**src/rtl/div_pkg.sv**
```systemverilog
// Shared definitions for the multi-cycle divider: datapath widths, FSM state
// encoding, iteration count and an operand magnitude helper.
package div_pkg;

  localparam int unsigned REG_BUS        = 32;
  localparam int unsigned DOUBLE_REG_BUS = 64;

  // Final RUN iteration is the one seen with the counter at this value.
  localparam logic [5:0] LAST_ITER = 6'd31;

  typedef enum logic [1:0] {
    DIV_FREE    = 2'd0,
    DIV_BY_ZERO = 2'd1,
    DIV_ON      = 2'd2,
    DIV_END     = 2'd3
  } div_state_e;

  // Magnitude of a two's complement operand; raw value for unsigned requests.
  function automatic logic [REG_BUS-1:0] abs32(input logic [REG_BUS-1:0] v,
                                               input logic is_signed);
    return (is_signed && v[REG_BUS-1]) ? -v : v;
  endfunction

endpackage

```
**src/rtl/div.sv**
```systemverilog
// Multi-cycle 32-bit restoring divider for the EX stage DIV/DIVU instructions.
// One quotient bit per cycle; sign correction applied on the way out of RUN.
//
// Ports:
//   clk        system clock, rising edge
//   rst        asynchronous active-low reset
//   start_i    division request, held by EX until ready_o
//   signed_i   1 = DIV (two's complement), 0 = DIVU
//   opdata1_i  dividend, sampled on acceptance only
//   opdata2_i  divisor, sampled on acceptance only
//   annul_i    cancel the in-flight division (pipeline flush)
//   busy_o     high while dividing (DIV_BY_ZERO / DIV_ON)
//   ready_o    registered, high while the result is presented
//   result_o   registered {remainder, quotient}, zero when not ready
module div
  import div_pkg::*;
(
  input  logic                      clk,
  input  logic                      rst,
  input  logic                      start_i,
  input  logic                      signed_i,
  input  logic [REG_BUS-1:0]        opdata1_i,
  input  logic [REG_BUS-1:0]        opdata2_i,
  input  logic                      annul_i,
  output logic                      busy_o,
  output logic                      ready_o,
  output logic [DOUBLE_REG_BUS-1:0] result_o
);

  div_state_e                state_q, state_d;
  logic [5:0]                cnt_q, cnt_d;
  logic [64:0]               w_q, w_d;
  logic [REG_BUS-1:0]        dvsr_q, dvsr_d;
  logic                      neg1_q, neg1_d;
  logic                      neg2_q, neg2_d;
  logic                      sgn_q, sgn_d;
  logic                      ready_q, ready_d;
  logic [DOUBLE_REG_BUS-1:0] result_q, result_d;

  logic                      accept;
  logic [65:0]               shifted;
  logic [33:0]               diff;

  assign accept = start_i && !annul_i;

  // State register
  always_ff @(posedge clk or negedge rst) begin
    if (!rst) begin
      state_q <= DIV_FREE;
    end else begin
      state_q <= state_d;
    end
  end

  // Next-state logic; flush overrides every state
  always_comb begin
    state_d = state_q;
    unique case (state_q)
      DIV_FREE:    if (accept) state_d = (opdata2_i == '0) ? DIV_BY_ZERO : DIV_ON;
      DIV_BY_ZERO: state_d = DIV_END;
      DIV_ON:      if (cnt_q == LAST_ITER) state_d = DIV_END;
      DIV_END:     if (!start_i) state_d = DIV_FREE;
      default:     state_d = DIV_FREE;
    endcase
    if (annul_i) state_d = DIV_FREE;
  end

  // Restoring step. W[64] is always 0 between steps (partial remainder is
  // below the divisor), so the 34-bit difference sign is a reliable borrow.
  assign shifted = {w_q, 1'b0};
  assign diff    = shifted[65:32] - {2'b00, dvsr_q};

  always_comb begin
    w_d    = w_q;
    cnt_d  = cnt_q;
    dvsr_d = dvsr_q;
    neg1_d = neg1_q;
    neg2_d = neg2_q;
    sgn_d  = sgn_q;
    if (state_q == DIV_FREE && accept) begin
      cnt_d  = '0;
      sgn_d  = signed_i;
      neg1_d = opdata1_i[REG_BUS-1];
      neg2_d = opdata2_i[REG_BUS-1];
      dvsr_d = abs32(opdata2_i, signed_i);
      // Divide-by-zero leaves W cleared so the corrected result is zero.
      w_d    = (opdata2_i == '0) ? '0 : {33'b0, abs32(opdata1_i, signed_i)};
    end else if (state_q == DIV_ON && !annul_i) begin
      cnt_d = cnt_q + 6'd1;
      if (diff[33]) w_d = shifted[64:0];
      else          w_d = {diff[32:0], shifted[31:1], 1'b1};
    end
  end

  always_ff @(posedge clk or negedge rst) begin
    if (!rst) begin
      cnt_q  <= '0;
      w_q    <= '0;
      dvsr_q <= '0;
      neg1_q <= 1'b0;
      neg2_q <= 1'b0;
      sgn_q  <= 1'b0;
    end else begin
      cnt_q  <= cnt_d;
      w_q    <= w_d;
      dvsr_q <= dvsr_d;
      neg1_q <= neg1_d;
      neg2_q <= neg2_d;
      sgn_q  <= sgn_d;
    end
  end

  // Output logic. ready/result are registered one edge behind DIV_END and
  // fall on the same edge that leaves DIV_END.
  always_comb begin
    logic [REG_BUS-1:0] quot;
    logic [REG_BUS-1:0] rem;
    quot = w_q[31:0];
    rem  = w_q[63:32];
    if (sgn_q && (neg1_q ^ neg2_q)) quot = -quot;
    if (sgn_q && neg1_q)            rem  = -rem;
    busy_o   = (state_q == DIV_BY_ZERO) || (state_q == DIV_ON);
    ready_d  = (state_q == DIV_END) && start_i && !annul_i;
    result_d = ready_d ? {rem, quot} : '0;
  end

  always_ff @(posedge clk or negedge rst) begin
    if (!rst) begin
      ready_q  <= 1'b0;
      result_q <= '0;
    end else begin
      ready_q  <= ready_d;
      result_q <= result_d;
    end
  end

  assign ready_o  = ready_q;
  assign result_o = result_q;

endmodule
```
**config.mk**
```make
export PLATFORM = sky130hd
export DESIGN_NAME = div
export DESIGN_NICKNAME = d
export VERILOG_FILES = /design/src/rtl/div_pkg.sv /design/src/rtl/div.sv
export SDC_FILE = /design/constraint.sdc
export NUM_CORES = 1
export LEC_CHECK = 0
export ABC_AREA = 1
export CAP_MARGIN = 10
export CORE_MARGIN = 1.5
export CORE_UTILIZATION = 60
export DETAILED_ROUTE_END_ITERATION = 10
export PLACE_DENSITY_LB_ADDON = 0.05
export SETUP_SLACK_MARGIN = 0.1
export SLEW_MARGIN = 5
export SYNTH_ARGS = -nofsm -noshare
export SYNTH_HDL_FRONTEND = slang
export SYNTH_SLANG_ARGS = --single-unit
export TNS_END_PERCENT = 1
```
**constraint.sdc**
```tcl
create_clock -name clk -period 3.4 [get_ports clk]
set_clock_uncertainty 0.15 [all_clocks]
set_input_delay 0.68 -clock clk [delete_from_list [all_inputs] [get_ports clk]]
set_output_delay 0.68 -clock clk [all_outputs]
set_load 0.005 [all_outputs]
```
## After elaboration in Yosys (flattened, before gate mapping)

Cells that the tools add are included.

| storage, ports and cells | value |
|---|---|
| bits in registers | 173 |
| bits of input ports | 69 |
| output and inout bits | 66 |
| logic and storage cells | 55 |

| operators by class | value |
|---|---|
| add/sub/neg operators | 6 |
| equal/unequal tests | 7 |
| mux-type cells | 17 |
| bitwise logic cells | 1 |
| reduce and logical (&&, ||, !) cells | 15 |

Operators with widths:

| cell | count |
|---|---|
| 65-bit two-way mux | 3 |
| 32-bit two-way mux | 5 |
| 32-bit negator | 4 |
| 64-bit two-way mux | 1 |
| 34-bit by 32-bit subtractor with 34-bit output | 1 |
| 32-bit logical NOT | 1 |
| 6-bit two-way mux | 2 |
| 2-bit two-way mux | 5 |
| 1-bit logical AND | 9 |
| 3-bit != test, second input constant | 3 |
| 2-bit one-hot mux with 4 select lines | 1 |
| 6-bit by 1-bit adder with 6-bit output, second input constant | 1 |
| 6-bit by 5-bit == test with 1-bit output, second input constant | 1 |
| 2-bit == test, second input constant | 2 |
| 3-bit AND reduction | 1 |
| 2-bit by 1-bit == test with 1-bit output, second input constant | 1 |
| 2-bit logical NOT | 1 |
| 2-bit nonzero test | 1 |
| 1-bit logical NOT | 1 |
| 1-bit logical OR | 1 |
| 1-bit XOR | 1 |

## Logic depth before layout (Yosys ltp)

| depth | value |
|---|---|
| depth after elaboration | 5 |
| mapped depth | 18 |
| mapped depth without buffers | 17 |

## Worst setup path after synthesis

Ideal clock, no wire load.

| path | value |
|---|---|
| path type | in2reg |
| start | input opdata1_i[1] |
| end | register w_q[18] |
| setup time | 126 ps |
| arrival | 1947 ps |
| required time | 3124 ps |
| path slack | 1177 ps |
| stages on the path | 10 |
| buffers on the path | 0 |
| cells stage by stage | inv_1 > ha_1 > nand3_1 > nor2_1 > nand4_1 > or2_2 > nand2_1 > nor2_1 > o21ai_0 > a21oi_1 |

| between the ends | value |
|---|---|
| word-level cells in the longest chain between the ends | 4 |

Ends and longest elaborated chain:

| what | RTL line | source |
|---|---|---|
| start, declared | div.sv:22 | `input logic [REG_BUS-1:0] opdata1_i,` |
| 32-bit negator | div_pkg.sv:21 | `return (is_signed && v[REG_BUS-1]) ? -v : v;` |
| 32-bit two-way mux | div_pkg.sv:21 |  |
| 32-bit two-way mux | div.sv:87 | `w_d = (opdata2_i == '0) ? '0 : {33'b0, abs32(opdata1_i, signed_i)};` |
| 65-bit two-way mux | div.sv:80 | `if (state_q == DIV_FREE && accept) begin` |
| end signal, assigned | div.sv:105 | `w_q <= w_d;` |
| end, declared | div.sv:32 | `logic [64:0] w_q, w_d;` |

Every way passes these cells.
A chain may end at the register's enable or synchronous reset.

## Worst setup path in the final report

| path | value |
|---|---|
| start | register w_q[49] |
| end | register w_q[44] |

| between the ends | value |
|---|---|
| word-level cells in the longest chain between the ends | 4 |

Ends and longest elaborated chain:

| what | RTL line | source |
|---|---|---|
| 34-bit by 32-bit subtractor with 34-bit output | div.sv:71 | `assign diff = shifted[65:32] - {2'b00, dvsr_q};` |
| 65-bit two-way mux | div.sv:90 | `if (diff[33]) w_d = shifted[64:0];` |
| 65-bit two-way mux | div.sv:88 | `end else if (state_q == DIV_ON && !annul_i) begin` |
| 65-bit two-way mux | div.sv:80 |  |

Every way passes these cells. The select of a mux whose other input is x is not followed.

==> flow_metrics.py <==
metrics = {
    "sta": {
        "worstMarginPinSlew_ns": 0.7060,
        "hold_viol": 0,
        "period_share": 0.8464,
        "hold_ws_ns": 0.05301,
        "period_needed_ns": 2.878,
        "maxSlewHeadroom": 0.5287,
        "rsz0062_at_grt": "false",
        "slew_viol_final": 0,
        "setup_violations": 0,
        "tns_ns": 0,
        "clock.fmax_mhz": 347.5,
    },
    "yosys": {
        "ys_ff_latch": 173,
        "synth_top_family_by_area": "simple AND/OR/NAND/NOR gates",
        "synthDistinctLibCells": 59,
        "yosysWarnings": 0,
        "synth-xor-area-share": 0.03541,
        "syn_area_sq_um": 13360,
        "synth_compound_area_frac": 0.1194,
        "synth_fa_ha_area_frac": 0.03991,
        "ys_seq_area_frac": 0.3242,
        "yosys.area_share.simple": 0.3729,
        "syn_nets": 2082,
        "synth.avg_cell_area_sq_um": 6.776,
        "muxShareOfSynthArea": 0,
        "netlist_instances": 1971,
    },
    "setup_path": {
        "cp_slowest_cell": "dfrtp_1",
        "crit_top_cell": "nand2_1",
        "slowest_delay_ns": 0.51,
        "r2r_cells": 12,
        "regToRegEndpoint": "w_q[44]",
        "startpoint_type": "flip-flop",
        "endpoint_kind": "flip-flop",
        "r2r_slack_ns": 0.52,
        "worstPathArrival_ns": 3.11,
        "rr_startpoint": "w_q[49]",
        "critPathRequiredTime_ns": 3.63,
        "critPathKind": "reg2reg",
        "path_cells": "ha_1 > nand2_1 > nand2_1 > nand2_1 > nand2_1 > a21oi_4 > nor2_2 > nor2_8 > nand3_4 > nand3_2 > nand3_1 > nand2_1",
        "cp_max_fo": 34,
        "crit_start": "w_q[49]",
    },
    "cells_and_area": {
        "area_growth_pct": 16.29,
        "ff_latch_area_sq_um": 4329,
        "drive_gt1_frac": 0.09533,
        "final_common_cell": "nand2_1",
        "fillerInstances": 1953,
        "utilization": 0.7117,
        "antenna_cells": 0,
        "final_cell_mix": "nand2_1 (525), inv_1 (270), nor2_1 (176)",
        "multi_input_area_sq_um": 7580,
        "num-nets-final": 2196,
    },
    "power_and_ir_drop": {
        "pwr-share-comb": 0.597,
        "leakage_nw": 7.878,
        "p_sw_mw": 7.009,
        "powerDensity_nw_per_um2": 857.4,
        "swShare": 0.5263,
        "vdd_drop_max_uv": 476.1,
        "p_clk_frac": 0.154,
        "seq_power_share": 0.248,
        "internal-power_mw": 6.307,
    },
    "floorplanning": {
        "ios": 135,
        "num_rows": 54,
        "initial_core_util": 0.6120,
        "die_w_um": 152.2,
        "coreArea_sq_um": 21820,
        "die_area_sq_um": 23160,
        "die_h_um": 152.2,
    },
    "clock_network": {
        "cts_hold_buf": 0,
        "cts_resized": 0,
        "clk_pin_slew_ns": 0.08,
        "cts_made_buffers": 17,
        "clk_path_buf_depth": 2,
        "cts_root_buffer": "clkbuf_16",
        "cts_max_level": 4,
        "cts.sinks": 173,
        "post-cts-setup-buffers": 0,
        "worst_skew_pair.late_latency_ns": 0.45,
        "cts_tree": "built",
    },
    "place": {
        "dpl.hpwl_mm": 30.68,
        "io_buffers": 134,
        "place_congestion": 1.027,
    },
    "detailed_routing": {
        "antenna_left": 0,
        "wl_per_cell_um": 16.43,
        "initialDrtViolationCount": 1170,
        "drt-pass1-iter-count": 6,
        "drc_errors": 0,
        "wl_mm": 39.08,
        "dr_total_vias": 13420,
        "viasPerCell": 5.645,
    },
    "global_route": {
        "grt_max_degree": 64,
        "antenna_found_initial": 1,
        "grt_pass1_wl_mm": 63.89,
        "grt_usage": 0.3417,
        "overflow": 0,
        "grt_pass1_vias": 12500,
    },
    "status": {
        "outcome": "finished, final reports clean",
    },
    "worst_hold_path": {
        "min_path_type": "in2async",
    },
    "run": {
        "cap_violations": 0,
    },
}
==> stage by stage <==
step | setup slack [ns] | std cells | instance area [sq um] | total power, mW
after CTS | 0.5568 | 2378 | 15530 | 13.10
after floorplan | 1.177 | 1971 | 13360 | 9.031
after detailed placement | 0.3768 | 2346 | 14910 | 11.02
after global routing | 0.3689 | 2378 | 15530 | 14.33
final | 0.5223 | 2378 | 15530 | 13.32
after global placement | 0.3808 | 2346 | 14910 | 10.83
==> worst max-delay path: cells and delay by family (launching register included) <==
family                   cells  cell delay [ns]
AND/OR/NAND/NOR             10             1.51
flip-flops                   1             0.51
adder cells (fa/ha/maj)      1             0.44
AO/OA/AOI/OAI                1             0.17
==> power by group through the flow <==
stage / Sequential [mW] / Combinational, mW / Clock (mW)
after floorplan: 3.03 / 6.00 / 0
final: 3.31 / 7.96 / 2.06
after detailed placement: 3.29 / 7.73 / 0
after global placement: 3.25 / 7.57 / 0
after CTS: 3.25 / 7.78 / 2.06
after global routing: 3.35 / 8.82 / 2.16
==> state kept, by name, summed over array words and instances, names as in the netlist <==
| register | flops |
|---|---|
| cnt_q | 6 |
| dvsr_q | 32 |
| neg1_q | 1 |
| neg2_q | 1 |
| ready_o | 1 |
| result_o | 64 |
| sgn_q | 1 |
| state_q | 2 |
| w_q | 65 |
==> final cells by class <==
class,count,area share
flip-flops and latches,173,0.2787
multi-input cells,1439,0.4880
well taps,280,0.02256
clock inverters,15,0.01257
inverters,302,0.07315
clock buffers,17,0.02739
repair buffers,152,0.09756
==> metal layers <==
layer	global-route usage	wire length, um	vias to the layer above
met2	0.4986	16260	697
met5	0	13	-
li1	-	-	6564
met3	0.07537	4370	46
met4	0.08599	632	2
met1	0.5128	17800	6115
==> how the worst max path moves through the flow <==
stage,endpoint,slack (ns),cells past startpoint
after floorplan,w_q[18],1.18,10
after global placement,w_q[10],0.38,6
after detailed placement,w_q[10],0.38,6
after CTS,w_q[44],0.56,12
after global routing,w_q[44],0.37,12
final,w_q[44],0.52,12
==> cells in the mapped netlist (all sizes together) <==
library cell | count | share of area
or2 | 8 | 0.0037
fa | 1 | 0.0015
a21oi | 104 | 0.040
nor3 | 54 | 0.022
a221oi | 1 | 0.00066
nand3b | 6 | 0.0034
o22ai | 1 | 0.00047
a22oi | 15 | 0.011
o2111ai | 1 | 0.00066
a22o | 1 | 0.00066
clkbuf | 33 | 0.0093
and2 | 7 | 0.0033
nand4 | 29 | 0.014
a211oi | 2 | 0.0011
and3 | 5 | 0.0023
xnor2 | 22 | 0.014
o211ai | 3 | 0.0017
buf | 24 | 0.014
or3 | 1 | 0.00047
o21a | 8 | 0.0045
o41ai | 1 | 0.00066
nand3 | 202 | 0.097
xor2 | 32 | 0.021
ha | 41 | 0.038
nand2 | 551 | 0.16
o21bai | 2 | 0.0011
nor2 | 194 | 0.060
inv | 300 | 0.085
clkinv | 2 | 0.00056
dfrtp | 173 | 0.32
a311oi | 1 | 0.00066
o21ai | 131 | 0.050
a31oi | 7 | 0.0033
a21o | 1 | 0.00056
nor4 | 3 | 0.0025
o31ai | 4 | 0.0022
==> kinds of logic (layout without fill, tap and decap cells) <==
kind of cell / after synthesis / in the layout
AND/OR/NAND/NOR: 1060 / 1060
adder cells (fa/ha/maj): 42 / 42
buffers and inverters: 359 / 486
flip-flops: 173 / 173
AO/OA/AOI/OAI: 283 / 283
XOR/XNOR: 54 / 54
Note: power is estimated with default switching activity, not from simulation.
